## src/rtl/stepper_pkg.sv

```systemverilog
// rtl/stepper_pkg.sv - shared constants, phase decode table and index sequencing helper for the stepper driver
//
// Contents:
//   IDX_W, POS_W, DIV_W  widths of phase index, position counter and period divider
//   PHASE_TABLE          idx -> coil drive {D,C,B,A}
//   dir_e                direction encoding of the dir input
//   phase_decode()       table lookup
//   next_idx()           phase index advance for half/full stepping
package stepper_pkg;

    localparam int IDX_W = 3;
    localparam int POS_W = 16;
    localparam int DIV_W = 32;

    // Entry [i] is the coil pattern for idx == i; odd entries energise two coils.
    localparam logic [7:0][3:0] PHASE_TABLE = {
        4'b1001,  // 7
        4'b1000,  // 6
        4'b1100,  // 5
        4'b0100,  // 4
        4'b0110,  // 3
        4'b0010,  // 2
        4'b0011,  // 1
        4'b0001   // 0
    };

    typedef enum logic {
        DIR_REV = 1'b0,
        DIR_FWD = 1'b1
    } dir_e;

    function automatic logic [3:0] phase_decode(input logic [IDX_W-1:0] idx);
        return PHASE_TABLE[idx];
    endfunction

    // Full-step mode only uses the odd (two-phase-on) states: from an odd index
    // jump by two, from an even index move by one to land back on an odd state.
    function automatic logic [IDX_W-1:0] next_idx(input logic [IDX_W-1:0] idx,
                                                  input dir_e             dir,
                                                  input logic             half);
        logic [IDX_W-1:0] inc;
        inc = (half || !idx[0]) ? IDX_W'(1) : IDX_W'(2);
        return (dir == DIR_FWD) ? idx + inc : idx - inc;
    endfunction

endpackage

```

## src/rtl/step_timer.sv

```systemverilog
// rtl/step_timer.sv - step period down-counter producing one step strobe every div+1 enabled clocks
//
// Ports:
//   clk   system clock
//   xres  asynchronous active-low reset
//   en    run enable; low clears the counter so the next enabled cycle steps at once
//   div   period minus one, sampled only at reload
//   step  combinational strobe, high in each cycle a step is taken
module step_timer
    import stepper_pkg::*;
(
    input  logic             clk,
    input  logic             xres,
    input  logic             en,
    input  logic [DIV_W-1:0] div,
    output logic             step
);

    logic [DIV_W-1:0] cnt_q;
    logic [DIV_W-1:0] cnt_d;

    assign step = en && (cnt_q == '0);

    // div is only ever copied, never incremented, so all-ones cannot overflow.
    always_comb begin
        cnt_d = cnt_q;
        if (!en) begin
            cnt_d = '0;
        end else if (cnt_q == '0) begin
            cnt_d = div;
        end else begin
            cnt_d = cnt_q - DIV_W'(1);
        end
    end

    always_ff @(posedge clk or negedge xres) begin
        if (!xres) begin
            cnt_q <= '0;
        end else begin
            cnt_q <= cnt_d;
        end
    end

endmodule

```

## src/rtl/stepper_phase_drv.sv

```systemverilog
// rtl/stepper_phase_drv.sv - stepper motor phase driver: timed steps, half/full sequencing, position count
//
// Ports:
//   clk        system clock
//   xres       asynchronous active-low reset
//   div        step period minus one (clocks)
//   en         run enable; low de-energises the coils and holds position
//   dir        1 forward (index up), 0 reverse
//   half       1 half-step, 0 full-step two-phase-on
//   phase      registered coil drive {D,C,B,A}
//   step_tick  registered one-clock pulse per step
//   pos        registered step position, wraps modulo 2^16
module stepper_phase_drv
    import stepper_pkg::*;
(
    input  logic             clk,
    input  logic             xres,
    input  logic [DIV_W-1:0] div,
    input  logic             en,
    input  logic             dir,
    input  logic             half,
    output logic [3:0]       phase,
    output logic             step_tick,
    output logic [POS_W-1:0] pos
);

    logic             step;
    logic [IDX_W-1:0] idx_q,       idx_d;
    logic [3:0]       phase_q,     phase_d;
    logic             step_tick_q, step_tick_d;
    logic [POS_W-1:0] pos_q,       pos_d;

    step_timer u_step_timer (
        .clk  (clk),
        .xres (xres),
        .en   (en),
        .div  (div),
        .step (step)
    );

    // phase decodes the registered idx, so it trails the idx update (and
    // step_tick) by one clock.
    always_comb begin
        idx_d       = idx_q;
        pos_d       = pos_q;
        step_tick_d = step;
        phase_d     = en ? phase_decode(idx_q) : 4'b0000;
        if (step) begin
            idx_d = next_idx(idx_q, dir_e'(dir), half);
            pos_d = dir ? pos_q + POS_W'(1) : pos_q - POS_W'(1);
        end
    end

    always_ff @(posedge clk or negedge xres) begin
        if (!xres) begin
            idx_q       <= '0;
            phase_q     <= 4'b0000;
            step_tick_q <= 1'b0;
            pos_q       <= '0;
        end else begin
            idx_q       <= idx_d;
            phase_q     <= phase_d;
            step_tick_q <= step_tick_d;
            pos_q       <= pos_d;
        end
    end

    assign phase     = phase_q;
    assign step_tick = step_tick_q;
    assign pos       = pos_q;

endmodule

```

## config.mk

```make
export PLATFORM = sky130hd
export DESIGN_NAME = stepper_phase_drv
export DESIGN_NICKNAME = d
export VERILOG_FILES = /design/src/rtl/stepper_pkg.sv /design/src/rtl/step_timer.sv /design/src/rtl/stepper_phase_drv.sv
export SDC_FILE = /design/constraint.sdc
export NUM_CORES = 1
export LEC_CHECK = 0
export CORE_MARGIN = 4
export CORE_UTILIZATION = 53
export CTS_CLUSTER_SIZE = 40
export DETAILED_ROUTE_END_ITERATION = 10
export PLACE_DENSITY_LB_ADDON = 0.3
export SLEW_MARGIN = 25
export SYNTH_ARGS = -nofsm -noshare
export SYNTH_HDL_FRONTEND = slang
export SYNTH_SLANG_ARGS = --single-unit
export TNS_END_PERCENT = 10
```

## constraint.sdc

```tcl
create_clock -name clk -period 3.4 [get_ports clk]
set_input_delay 0.68 -clock clk [delete_from_list [all_inputs] [get_ports clk]]
set_output_delay 0.68 -clock clk [all_outputs]
set_load 0.01 [all_outputs]
```

Word-level counts from Yosys, hierarchy flattened
Memories as Yosys holds them, arrays and structs flattened.
Cells that the tools add are included.
{"block": "op_classes", "n_addsub": 5, "mul": 0, "n_div": 0, "magnitude_cmp": 1, "eq_ne": 0, "shifts": 0, "n_mux": 7, "bitwise": 0, "reduce_logical": 4}
{"op": "$mux W32", "n": 2}
{"op": "$logic_not A32 Y1", "n": 1}
{"op": "$sub A32 B1 Y32 const B", "n": 1}
{"op": "$add A16 B1 Y16 const B", "n": 1}
{"op": "$mux W16", "n": 1}
{"op": "$sub A16 B1 Y16 const B", "n": 1}
{"op": "$mux W4", "n": 2}
{"op": "$lt A3 B4 Y1 const B", "n": 1}
{"op": "$add A3 B2 Y3", "n": 1}
{"op": "$mux W3", "n": 1}
{"op": "$sub A3 B2 Y3", "n": 1}
{"op": "$mux W2", "n": 1}
{"op": "$logic_and A1 B1 Y1", "n": 1}
{"op": "$logic_not A1 Y1", "n": 1}
{"op": "$logic_or A1 B1 Y1", "n": 1}
{"block": "word_totals", "reg_bits": 56, "latch_bits": 0, "mem_bits_rw": 0, "mem_bits_ro": 32, "in_bits": 37, "output_inout_bits": 21, "memories": 1}
{"name": "(name not given)", "words": 8, "word_bits": 4, "read_ports": 1, "rd_ports_with_merged_regs": 0, "write_ports": 0, "line": "stepper_pkg.sv:33", "rtl": "return PHASE_TABLE[idx];"}

Longest topological paths before layout
{"block": "depth", "word_depth": 5, "ltp_mapped": 10}

Cells and area by module
From an unflattened synthesis, not the netlist that was laid out.
{"block": "unflattened", "cells_unflattened": 392, "area_unflattened_um2": 3812.4}
{"mod": "step_timer", "n_inst": 1, "cells_each": 221, "area_each_um2": 2093.3, "seq_area_each_um2": 800.8}
{"mod": "stepper_phase_drv", "n_inst": 1, "cells_each": 171, "area_each_um2": 1719.1, "seq_area_each_um2": 600.6}

Least setup slack after synthesis
Ideal clock, no wire load.
{"block": "synth_path", "kind": "reg2reg", "from": "register u_step_timer.cnt_q[27]", "to": "register pos_q[2] (netlist: pos[2])", "setup_ns": 0.125, "t_arrival_ns": 2.667, "setup_slack_ns": 0.608, "stages_incl_launch_ff": 7, "n_path_buf": 1, "cell_sequence": "dfrtp_1 > or4_4 > or4_4 > or4_4 > or3_4 > buf_6 > mux2_4"}
{"block": "synth_between", "elab_chain_cells": 2}
{"element": "from (decl)", "line": "step_timer.sv:19", "rtl": "logic [DIV_W-1:0] cnt_q;"}
{"element": "from (signal assigned)", "line": "step_timer.sv:40", "rtl": "cnt_q <= cnt_d;"}
{"element": "$logic_not A32 Y1", "line": "step_timer.sv:22", "rtl": "assign step = en && (cnt_q == '0);"}
{"element": "$logic_and A1 B1 Y1", "line": "step_timer.sv:22"}
{"element": "to (signal assigned)", "line": "stepper_phase_drv.sv:64", "rtl": "pos_q <= pos_d;"}
{"element": "to (decl)", "line": "stepper_phase_drv.sv:31", "rtl": "logic [POS_W-1:0] pos_q, pos_d;"}
Every way passes these cells.
A chain may end at the register's enable or synchronous reset.

Worst setup path after layout
{"block": "layout_path", "from": "register u_step_timer.cnt_q[26]", "to": "register pos_q[2] (netlist: pos[2])"}
The elaborated chain is that of the path after synthesis.

==> metrics.cfg <==
[synthesis]
synth-edff-count=0
yosysSeqAreaShare=0.4147
syn_area_mm2=0.003379
syn_avg_cell_area_um2=9.336
synthArstFlopShare=1.000
synth_top_area_cell=dfrtp_1
synthCells=362
synthFlopType=dfrtp_1
ys_types=43
syn_nets=417
synth_seq_cells=56
synth_warnings=0
synth.top_cell.area_share=0.4147
synthTopCellsByArea=dfrtp_1 41%, xnor2_1 7.3%, ha_1 5.9%

[detailed_routing]
wl_um=7463
vias_per_cell=5.795
route.detailed.drc=0
vias=2886
drt_pass1_iterations=5
drtAntennaViolNets=0
drt-initial-drc-count=81
wl_per_cell_um=14.99

[outcome]
status=finished clean

[place]
placed_cell_area_mm2=0.004055
place.gp.congestion=0.8051
hpwl_um=5574
place_inst=490
port_buffers=57

[sta]
finalCritPeriodShare=0.8770
slew_headroom=0.5974
setup_viol=0
max_freq_mhz=335.4
clock_skew_ns=0.01690
fin_crit_ns=2.982
grt_setup_unrepaired=no
fin_setup_tns_ns=0
hold_viol_final=0
slew_violations=0
worst_pin_slew_ns=0.6038

[critical_path]
required_ns=3.61
cp-start-kind=flip-flop
r2r-start=u_step_timer.cnt_q[26]$_DFF_PN0_
worst-setup-path-type=flip-flop to flip-flop
reg2regPathDepth=5
r2r_setup_slack_ns=0.42
crit_arrival_ns=3.19
r2r_end=pos[2]$_DFFE_PN0P_
end_kind=flip-flop
worstPathMaxFanout=29

[grt]
antenna_found_initial=0
grt_usage=0.2126
grt_overflow_total=0
first_global_vias=3016
grt_first_pass_wirelength_um=13030
grt_start_max_net_pins=39

[clocking]
cts.sinks=56
cts-root-buf=clkbuf_8
htreeDepth=2
cts_tree=built
clock_latency_ns=0.33
ctsLongestPathBuffers=2
clkTransAtPathRegs_ns=0.12
post_cts_buffers=0
cts_buffers=5
holdBufCountCts=0
cts.repair.resized=0

[hold_path]
hold_class=input port to async pin

[finish]
fill_cells=487
nets=477
final_cells=498
final_cell_mix=56 x dfrtp_1, 56 x clkdlybuf4s50_1, 42 x nor2_1
areaGrowthSynthToFinish_pct=22.81
ff_latch_area_mm2=0.001401
finalInstanceArea_mm2=0.004150
antenna_cells=0
post-route-util=0.6848
drive_above_1_share=0.07329
multiInputGateArea_mm2=0.001896

[floorplanning]
num_rows=28
start_util=0.5576
coreArea_mm2=0.006061
num_io_pins=58
fp.dieW_um=87.85
dieArea_mm2=0.007718
fp.dieH_um=87.85

[run]
maxCapViolations=0

[pwr]
finalPower_mw=3.640
irDropWorstVdd_mv=0.5013
p_seq_frac=0.321
p_leak_nw=1.815
pwr_density_cell_mw_per_mm2=877.2
power_switching_mw=1.532
pwr-share-clk=0.111
p_int_mw=2.108
pwr-share-comb=0.569
p_sw_frac=0.4210

## registers in the layout, summed over array words and instances, names as in the netlist
| signal | cells |
|---|---|
| idx_q | 3 |
| pos | 16 |
| u_step_timer.cnt_q | 32 |
| phase | 4 |
| step_tick | 1 |
## kinds of logic (layout without fill, tap and decap cells)
logic type / after synthesis / after routing / synth area share
AND/OR/NAND/NOR: 137 / 137 / 0.2044
AO/OA/AOI/OAI: 87 / 87 / 0.1618
flip-flops: 56 / 56 / 0.4147
XOR/XNOR: 40 / 40 / 0.1037
buffers and inverters: 19 / 80 / 0.02592
adder cells (fa/ha/maj): 18 / 18 / 0.07108
multiplexers: 5 / 5 / 0.01851
## layout make-up
cell class | count | share of cell area
timing repair buffer | 65 | 0.1538
sequential | 56 | 0.3377
clock inverter | 3 | 0.006331
clock buffer | 5 | 0.01658
multi-input combinational | 287 | 0.4567
inverter | 7 | 0.006331
tap | 75 | 0.02261
## power by group through the flow
stage / clock, mW / combinational (mW) / sequential [mW]
after floorplan: 0 / 1.43 / 1.17
after global placement: 0 / 2.00 / 1.16
after detailed placement: 0 / 2.06 / 1.18
after CTS: 0.409 / 2.08 / 1.17
after global routing: 0.438 / 2.31 / 1.21
final: 0.402 / 2.07 / 1.17
## metal layers
metal | vias up | global-route usage | wire [um]
met5 | - | 0 | 0
met4 | 0 | 0.1130 | 205
met3 | 20 | 0.03010 | 334
met2 | 78 | 0.3856 | 3803
met1 | 1364 | 0.2397 | 3120
li1 | 1424 | - | -
## Yosys cell counts (3+ instances only)
master,number
xor2_1,12
xnor2_1,28
a21oi_1,17
dfrtp_1,56
nor4_1,10
ha_1,16
a211oi_1,23
a31oi_1,5
and3_1,7
inv_1,7
clkbuf_1,9
nand2_1,33
nor2_1,42
o211ai_1,3
or4_1,4
nor3_1,12
o21ai_0,26
or4_4,4
and2_1,5
nand3_1,6
a21o_1,4
## metrics by stage
| stage | hold WS (ns) | worst slack (ns) |
|---|---|---|
| 2_1_floorplan | 0.3844 | 0.6078 |
| 3_3_place_gp | 0.4655 | 0.2420 |
| 3_5_place_dp | 0.4726 | 0.1974 |
| 4_1_cts | 0.3764 | 0.4301 |
| 5_1_grt | 0.4117 | 0.3700 |
| 6_report | 0.3407 | 0.4183 |
## how the worst max path moves through the flow
| stage | start | end |
|---|---|---|
| after floorplan | u_step_timer.cnt_q[27]$_DFF_PN0_ | pos[2]$_DFFE_PN0P_ |
| after global placement | dir | pos[14]$_DFFE_PN0P_ |
| after detailed placement | dir | pos[14]$_DFFE_PN0P_ |
| after CTS | u_step_timer.cnt_q[26]$_DFF_PN0_ | pos[2]$_DFFE_PN0P_ |
| after global routing | dir | pos[14]$_DFFE_PN0P_ |
| final | u_step_timer.cnt_q[26]$_DFF_PN0_ | pos[2]$_DFFE_PN0P_ |
## critical path: stages (launching register included)
cell	delay, ns
dfrtp_1	0.43
or4_4	0.54
or4_4	0.44
or4_4	0.60
or3_4	0.50
mux2_4	0.34
No activity file was read; power rests on OpenSTA's default activity.
